[src/rtl/mc_ctrl_pkg.sv]
// Shared encodings for the multi-cycle MIPS main control unit: states, opcodes,
// datapath mux selects and the control word exchanged between decoder and top.
package mc_ctrl_pkg;

    localparam int STATE_BITS = 4;

    typedef enum logic [STATE_BITS-1:0] {
        S_FETCH     = 4'd0,
        S_DECODE    = 4'd1,
        S_MEM_ADDR  = 4'd2,
        S_MEM_READ  = 4'd3,
        S_MEM_WB    = 4'd4,
        S_MEM_WRITE = 4'd5,
        S_EXECUTE   = 4'd6,
        S_R_WB      = 4'd7,
        S_BRANCH    = 4'd8,
        S_JUMP      = 4'd9,
        S_ADDI_EXEC = 4'd10,
        S_ADDI_WB   = 4'd11
    } state_t;

    localparam logic [5:0] OP_RTYPE = 6'b000000;
    localparam logic [5:0] OP_LW    = 6'b100011;
    localparam logic [5:0] OP_SW    = 6'b101011;
    localparam logic [5:0] OP_BEQ   = 6'b000100;
    localparam logic [5:0] OP_J     = 6'b000010;
    localparam logic [5:0] OP_ADDI  = 6'b001000;

    localparam logic [1:0] ALUB_REG     = 2'b00;
    localparam logic [1:0] ALUB_FOUR    = 2'b01;
    localparam logic [1:0] ALUB_IMM     = 2'b10;
    localparam logic [1:0] ALUB_IMM_SH2 = 2'b11;

    localparam logic [1:0] PCSRC_ALU    = 2'b00;
    localparam logic [1:0] PCSRC_ALUOUT = 2'b01;
    localparam logic [1:0] PCSRC_JUMP   = 2'b10;

    localparam logic [1:0] ALUOP_ADD   = 2'b00;
    localparam logic [1:0] ALUOP_SUB   = 2'b01;
    localparam logic [1:0] ALUOP_FUNCT = 2'b10;

    // pc_write and pc_write_cond stay separate so the top can fold in the ALU zero flag.
    typedef struct packed {
        logic       pc_write;
        logic       pc_write_cond;
        logic       i_or_d;
        logic       mem_read;
        logic       mem_write;
        logic       ir_write;
        logic       reg_dst;
        logic       mem_to_reg;
        logic       reg_write;
        logic       alu_src_a;
        logic [1:0] alu_src_b;
        logic [1:0] alu_op;
        logic [1:0] pc_source;
    } ctrl_t;

    function automatic logic is_legal_op(input logic [5:0] op);
        return (op == OP_RTYPE) || (op == OP_LW) || (op == OP_SW) ||
               (op == OP_BEQ)   || (op == OP_J)  || (op == OP_ADDI);
    endfunction

endpackage

[src/rtl/mc_ctrl_decode.sv]
// Combinational state-to-control-word decoder. Moore except for FETCH, where
// the IR load and PC increment wait for the memory handshake.
module mc_ctrl_decode
    import mc_ctrl_pkg::*;
(
    input  state_t     state_i,
    input  logic       mem_ready_i,
    output ctrl_t      ctrl_o
);

    always_comb begin
        ctrl_o = '0;
        case (state_i)
            S_FETCH: begin
                ctrl_o.mem_read  = 1'b1;
                ctrl_o.i_or_d    = 1'b0;
                ctrl_o.alu_src_a = 1'b0;
                ctrl_o.alu_src_b = ALUB_FOUR;
                ctrl_o.alu_op    = ALUOP_ADD;
                ctrl_o.pc_source = PCSRC_ALU;
                ctrl_o.ir_write  = mem_ready_i;
                ctrl_o.pc_write  = mem_ready_i;
            end
            S_DECODE: begin
                // Speculative branch target lands in ALUOut for a possible BRANCH.
                ctrl_o.alu_src_a = 1'b0;
                ctrl_o.alu_src_b = ALUB_IMM_SH2;
                ctrl_o.alu_op    = ALUOP_ADD;
            end
            S_MEM_ADDR: begin
                ctrl_o.alu_src_a = 1'b1;
                ctrl_o.alu_src_b = ALUB_IMM;
                ctrl_o.alu_op    = ALUOP_ADD;
            end
            S_MEM_READ: begin
                ctrl_o.mem_read = 1'b1;
                ctrl_o.i_or_d   = 1'b1;
            end
            S_MEM_WB: begin
                ctrl_o.reg_dst    = 1'b0;
                ctrl_o.mem_to_reg = 1'b1;
                ctrl_o.reg_write  = 1'b1;
            end
            S_MEM_WRITE: begin
                ctrl_o.mem_write = 1'b1;
                ctrl_o.i_or_d    = 1'b1;
            end
            S_EXECUTE: begin
                ctrl_o.alu_src_a = 1'b1;
                ctrl_o.alu_src_b = ALUB_REG;
                ctrl_o.alu_op    = ALUOP_FUNCT;
            end
            S_R_WB: begin
                ctrl_o.reg_dst    = 1'b1;
                ctrl_o.mem_to_reg = 1'b0;
                ctrl_o.reg_write  = 1'b1;
            end
            S_BRANCH: begin
                ctrl_o.alu_src_a     = 1'b1;
                ctrl_o.alu_src_b     = ALUB_REG;
                ctrl_o.alu_op        = ALUOP_SUB;
                ctrl_o.pc_write_cond = 1'b1;
                ctrl_o.pc_source     = PCSRC_ALUOUT;
            end
            S_JUMP: begin
                ctrl_o.pc_write  = 1'b1;
                ctrl_o.pc_source = PCSRC_JUMP;
            end
            S_ADDI_EXEC: begin
                ctrl_o.alu_src_a = 1'b1;
                ctrl_o.alu_src_b = ALUB_IMM;
                ctrl_o.alu_op    = ALUOP_ADD;
            end
            S_ADDI_WB: begin
                ctrl_o.reg_dst    = 1'b0;
                ctrl_o.mem_to_reg = 1'b0;
                ctrl_o.reg_write  = 1'b1;
            end
            default: ctrl_o = '0;
        endcase
    end

endmodule

[src/rtl/mc_ctrl_fsm.sv]
// Multi-cycle MIPS main control: state register, opcode dispatch, retired
// instruction counter and reset gating of the decoded control word.
module mc_ctrl_fsm
    import mc_ctrl_pkg::*;
#(
    parameter int CNT_W   = 32,
    parameter int STATE_W = 4
) (
    input  logic               clk,
    input  logic               rst,
    input  logic [5:0]         opcode,
    input  logic               zero,
    input  logic               mem_ready,
    output logic               pc_en,
    output logic               i_or_d,
    output logic               mem_read,
    output logic               mem_write,
    output logic               ir_write,
    output logic               reg_dst,
    output logic               mem_to_reg,
    output logic               reg_write,
    output logic               alu_src_a,
    output logic [1:0]         alu_src_b,
    output logic [1:0]         alu_op,
    output logic [1:0]         pc_source,
    output logic               illegal_op,
    output logic [STATE_W-1:0] state,
    output logic [CNT_W-1:0]   instr_count
);

    state_t           state_q, state_d;
    logic [CNT_W-1:0] count_q, count_d;
    logic             retire;
    ctrl_t            ctrl_raw;
    ctrl_t            ctrl_g;

    always_ff @(posedge clk) begin
        if (rst) begin
            state_q <= S_FETCH;
            count_q <= '0;
        end else begin
            state_q <= state_d;
            count_q <= count_d;
        end
    end

    always_comb begin
        state_d = S_FETCH;
        case (state_q)
            S_FETCH:     state_d = mem_ready ? S_DECODE : S_FETCH;
            S_DECODE: begin
                case (opcode)
                    OP_RTYPE:     state_d = S_EXECUTE;
                    OP_LW, OP_SW: state_d = S_MEM_ADDR;
                    OP_BEQ:       state_d = S_BRANCH;
                    OP_J:         state_d = S_JUMP;
                    OP_ADDI:      state_d = S_ADDI_EXEC;
                    default:      state_d = S_FETCH;
                endcase
            end
            S_MEM_ADDR:  state_d = (opcode == OP_LW) ? S_MEM_READ : S_MEM_WRITE;
            S_MEM_READ:  state_d = mem_ready ? S_MEM_WB : S_MEM_READ;
            S_MEM_WB:    state_d = S_FETCH;
            S_MEM_WRITE: state_d = mem_ready ? S_FETCH : S_MEM_WRITE;
            S_EXECUTE:   state_d = S_R_WB;
            S_R_WB:      state_d = S_FETCH;
            S_BRANCH:    state_d = S_FETCH;
            S_JUMP:      state_d = S_FETCH;
            S_ADDI_EXEC: state_d = S_ADDI_WB;
            S_ADDI_WB:   state_d = S_FETCH;
            default:     state_d = S_FETCH;
        endcase
    end

    // An illegal opcode returns to FETCH from DECODE and is deliberately not counted.
    always_comb begin
        retire = 1'b0;
        case (state_q)
            S_MEM_WB, S_R_WB, S_BRANCH, S_JUMP, S_ADDI_WB: retire = 1'b1;
            S_MEM_WRITE:                                   retire = mem_ready;
            default:                                       retire = 1'b0;
        endcase
        count_d = count_q + CNT_W'(retire);
    end

    mc_ctrl_decode u_decode (
        .state_i     (state_q),
        .mem_ready_i (mem_ready),
        .ctrl_o      (ctrl_raw)
    );

    assign ctrl_g = rst ? '0 : ctrl_raw;

    assign pc_en       = ctrl_g.pc_write | (ctrl_g.pc_write_cond & zero);
    assign i_or_d      = ctrl_g.i_or_d;
    assign mem_read    = ctrl_g.mem_read;
    assign mem_write   = ctrl_g.mem_write;
    assign ir_write    = ctrl_g.ir_write;
    assign reg_dst     = ctrl_g.reg_dst;
    assign mem_to_reg  = ctrl_g.mem_to_reg;
    assign reg_write   = ctrl_g.reg_write;
    assign alu_src_a   = ctrl_g.alu_src_a;
    assign alu_src_b   = ctrl_g.alu_src_b;
    assign alu_op      = ctrl_g.alu_op;
    assign pc_source   = ctrl_g.pc_source;
    assign illegal_op  = !rst && (state_q == S_DECODE) && !is_legal_op(opcode);
    assign state       = STATE_W'(state_q);
    assign instr_count = count_q;

endmodule

[config.mk]
export PLATFORM = sky130hd
export DESIGN_NAME = mc_ctrl_fsm
export DESIGN_NICKNAME = d
export VERILOG_FILES = /design/src/rtl/mc_ctrl_pkg.sv /design/src/rtl/mc_ctrl_decode.sv /design/src/rtl/mc_ctrl_fsm.sv
export SDC_FILE = /design/constraint.sdc
export NUM_CORES = 1
export LEC_CHECK = 0
export CORE_MARGIN = 5
export CORE_UTILIZATION = 52
export CTS_CLUSTER_DIAMETER = 100
export DETAILED_ROUTE_END_ITERATION = 10
export GPL_TIMING_DRIVEN = 0
export PLACE_DENSITY = 0.82
export RECOVER_POWER = 50
export SLEW_MARGIN = 30
export SYNTH_ARGS = -nofsm -noshare
export SYNTH_HDL_FRONTEND = slang
export SYNTH_HIERARCHICAL = 1
export SYNTH_SLANG_ARGS = --single-unit
export TNS_END_PERCENT = 100
[constraint.sdc]
create_clock -name clk -period 5.73 [get_ports clk]
set_input_delay 1.719 -clock clk [delete_from_list [all_inputs] [get_ports clk]]
set_output_delay 1.719 -clock clk [all_outputs]
set_load 0.01 [all_outputs]
### Yosys cells after proc, flatten, opt, wreduce, memory -nomap -nowiden

Index checks and enable logic that the tools add are counted.

| storage, ports and cells | value |
|---|---|
| word-level logic and storage cells | 54 |
| output and inout bits | 52 |
| register bits | 36 |
| input bits | 10 |

| operators by class | value |
|---|---|
| equality and inequality tests | 16 |
| bitwise operators | 2 |
| mux-type cells | 17 |
| reduce and logical (&&, ||, !) cells | 16 |
| add/subtract/negate cells | 1 |

Operator list:

| operator | number |
|---|---|
| $add A32 B1 Y32 | 1 |
| $pmux W4 S7 | 1 |
| $pmux W5 S5 | 1 |
| $pmux W4 S5 | 1 |
| $eq A4 B3 Y1 const B | 4 |
| $eq A4 B4 Y1 const B | 4 |
| $mux W16 | 1 |
| $eq A6 B6 Y1 const B | 2 |
| $mux W3 | 3 |
| $pmux W3 S3 | 1 |
| $eq A4 B2 Y1 const B | 2 |
| $reduce_or A2 Y1 | 4 |
| $eq A6 B2 Y1 const B | 1 |
| $eq A6 B3 Y1 const B | 1 |
| $eq A6 B4 Y1 const B | 1 |
| $logic_not A6 Y1 | 1 |
| $mux W1 | 6 |
| $logic_or A1 B1 Y1 | 5 |
| $reduce_or A5 Y1 | 1 |
| $eq A4 B1 Y1 const B | 1 |
| $logic_not A4 Y1 | 1 |
| $pmux W1 S2 | 2 |
| $pmux W2 S2 | 1 |
| $logic_and A1 B1 Y1 | 2 |
| 3 further kinds | 4 |

### Longest topological paths before layout

| logic depth | value |
|---|---|
| depth after elaboration | 8 |
| depth in mapped cells | 12 |
| gate-level depth less buffers | 10 |

### Cells and area by module

Netlist, hierarchy kept.

Modules (own cells, without submodules):

| module | instances | area each (sq um) | seq. area each (sq um) | cells each |
|---|---|---|---|---|
| mc_ctrl_fsm | 1 | 2042.0 | 720.7 | 250 |
| mc_ctrl_decode | 1 | 211.5 | 0.0 | 31 |

### Worst setup path after synthesis

Ideal clock, no wire load.

| timing path | value |
|---|---|
| path kind | input to output |
| start | in rst |
| end | out pc_en |
| stages on the path | 4 |
| data arrival time | 2673 ps |
| data required time | 4011 ps |
| path slack | 1338 ps |
| buffers on the path | 3 |
| cell sequence | clkbuf_1 buf_1 clkbuf_1 nor2_1 |

| between the ends | value |
|---|---|
| word-level cells in the longest chain between the ends | 3 |

Ends and longest elaborated chain:

| what | line | source |
|---|---|---|
| start, declared | mc_ctrl_fsm.sv:10 | `input logic rst,` |
| $mux W16 (*) | mc_ctrl_fsm.sv:92 | `assign ctrl_g = rst ? '0 : ctrl_raw;` |
| $and A1 B1 Y1 | mc_ctrl_fsm.sv:94 | `assign pc_en = ctrl_g.pc_write \| (ctrl_g.pc_write_cond & zero);` |
| $or A1 B1 Y1 (*) | mc_ctrl_fsm.sv:94 |  |
| end, declared | mc_ctrl_fsm.sv:14 | `output logic pc_en,` |

Every way passes the cells marked *; elsewhere a longest branch is shown, timed or not.

==> results.json <==
{
  "status": "completed",
  "drt_iter0_drc": 119,
  "yosys.area.top_type": "dfxtp_1",
  "syn_nets": 293,
  "synthArstFlopShare": 0,
  "cts.sinks": 36,
  "cap_violations": 0,
  "cp_max_fo": 6,
  "start_kind": "input port",
  "synth_edf_count": 0,
  "synth_seq_area_share": 0.320,
  "ys_types": 50,
  "port_buffers": 59,
  "cts-hold-fix-buffers": 0,
  "end_kind": "output port",
  "finalSetupTns_ns": 0,
  "die-area_sq_um": 5750,
  "p_per_area_nw_per_um2": 166,
  "synth_cells": 281,
  "tritoncts": "built",
  "fp.dieH_microns": 75.8,
  "final_area_sq_um": 3000,
  "worstPathRequired_ns": 4.01,
  "pre_cts_ws_ns": 0.404,
  "overflow": 0,
  "path_class": "input port to output port",
  "vias": 2371,
  "clk_pin_slew_worst_paths_ns": 0.07,
  "p_leak_nw": 1.07,
  "skew_ns": 0.00446,
  "vdd_ir_drop_max_mv": 0.0985,
  "clk_latency_ns": 0.29,
  "finalNetCount": 359,
  "drive_gt1_frac": 0.0747,
  "synthTopCellsByArea": "dfxtp_1 32%, nor2b_1 6.7%, a21oi_1 4.2%",
  "antenna_found_initial": 0,
  "grt_first_pass_wirelength_microns": 9940,
  "synth-main-ff-cell": "dfxtp_1",
  "layout_setup_ws_ns": 0.334,
  "clockBufferDepth": 2,
  "cp.arrival_ns": 3.68,
  "avgSynthCellArea_sq_um": 8.02,
  "place_inst": 392,
  "fin_util": 0.703,
  "finalSetupViolCount": 0,
  "syn2layout_area_growth_pct": 33.1,
  "rsz0062_at_grt": "false",
  "hp-class": "register to register",
  "wl_per_cell_microns": 15.0,
  "drc": 0,
  "final_cells": 400,
  "cts_buffers": 5,
  "post_cts_resized": 0,
  "final_min_period_over_clock_period": 0.942,
  "drv_slew": 0,
  "start_util": 0.528,
  "r2r_slack_ns": 2.43,
  "detail-route-antenna-nets": 0,
  "htreeDepth": 2,
  "ioPinCount": 62,
  "finalHoldViolations": 0,
  "period_minus_slack_ns": 5.40,
  "diodes": 0,
  "vias_per_cell": 5.93,
  "post_cts_buffers": 0,
  "num_rows": 24,
  "worst_pin_slew_ns": 0.557,
  "ys_warn_count": 6,
  "grtUsageTotal": 0.221,
  "wl_microns": 6000,
  "yosys_register_bits": 36,
  "grt_max_degree": 13,
  "core-area_sq_um": 4260,
  "dp_hpwl_microns": 4380,
  "place_area_sq_um": 2910,
  "fp.dieW_microns": 75.8,
  "fmax_ghz": 0.185,
  "place.gp.congestion": 0.818,
  "netlist.area_leader.share": 0.320,
  "slew_headroom": 0.629,
  "grt_pass1_vias": 2139,
  "dr.pass1.iters": 4,
  "root_buffer": "clkbuf_8",
  "netlist_area_sq_um": 2250
}
## layout by cell type, fill, tap and decap left out, types with 3 or more instances in the layout
cell type / instances
dlygate4sd3_1: 39
dfxtp_1: 36
nor2b_1: 24
nor2_1: 24
clkdlybuf4s50_1: 20
a21oi_1: 19
clkbuf_1: 15
nand2_1: 15
nand3_1: 14
o31ai_1: 12
or4_1: 12
nor4_1: 11
xnor2_1: 9
nor3_1: 6
xor2_1: 6
nor3b_1: 6
clkbuf_8: 6
nand2b_1: 5
mux2_2: 5
o21ai_0: 4
a211oi_1: 4
and3_1: 4
buf_2: 4
inv_1: 4
and4_1: 4
or3_1: 3
nand4_1: 3
a31oi_1: 3
## path summary, 6_finish.rpt
check	startpoint	to	depth (start not counted)
worst max-delay path	mem_ready	pc_en	6
worst min-delay path	instr_count[21]$_SDFF_PP0_	instr_count[21]$_SDFF_PP0_	2
worst max register to register	state[2]$_SDFF_PP0_	instr_count[30]$_SDFF_PP0_	11
worst min register to register	instr_count[21]$_SDFF_PP0_	instr_count[21]$_SDFF_PP0_	2
## cell families after synthesis
group	Yosys count	share of synthesized area
muxes	5	0.0250
AOI/OAI and AO/OA	51	0.148
adders and majority gates	3	0.0155
DFF	36	0.320
buffers and inverters	25	0.0489
and+or+nand+nor	146	0.384
xor gates and xnor gates	15	0.0583
## routing by layer
metal | global-route usage | part of all wire | up-vias
met1 | 0.269 | 0.43 | 1122
met2 | 0.366 | 0.49 | 70
met4 | 0.0951 | 0.016 | 0
met5 | 0 | 0 | -
met3 | 0.0567 | 0.069 | 9
li1 | - | - | 1170
## Yosys cell counts, types with 3 or more instances
cell and number:
dfxtp_1 36, nor2_1 24, nor2b_1 24, a21oi_1 19, nand2_1 15, nand3_1 14, clkbuf_1 13, o31ai_1 12
or4_1 12, nor4_1 11, xnor2_1 9, nor3_1 6, nor3b_1 6, xor2_1 6, mux2_2 5, nand2b_1 5
a211oi_1 4, and3_1 4, and4_1 4, buf_2 4, inv_1 4, o21ai_0 4, a31oi_1 3, nand4_1 3
or3_1 3
## per-stage QoR
stage | total power, mW | hold slack [ns]
global placement | 0.316 | 0.490
global route | 0.517 | 0.542
CTS | 0.501 | 0.513
detailed placement | 0.317 | 0.501
finish | 0.497 | 0.512
floorplan | 0.292 | 0.504
## worst max-delay path: stages
cell	delay, ns
dlygate4sd3_1	0.66
or3b_1	0.39
a211oi_2	0.21
a21oi_1	0.06
nor2_1	0.09
clkdlybuf4s50_1	0.54
## where the power goes
part | total [mW] | internal [mW] | switching [mW]
Combinational | 0.0569 | 0.0268 | 0.0301
Sequential | 0.254 | 0.252 | 0.00246
Clock | 0.186 | 0.0980 | 0.0876
## cell type report
type,count,area (sq um)
buffer,21,95.1
timing repair buffer,59,591
sequential,36,721
tap,52,65.1
fill,377,1260
inverter,4,15.0
clock buffer,8,90.1
multi-input combinational,220,1420
## flip-flops by register name, summed over array words and instances (netlist names)
| signal | count |
|---|---|
| instr_count | 32 |
| state | 4 |
Power figures use the tool's default switching activity.
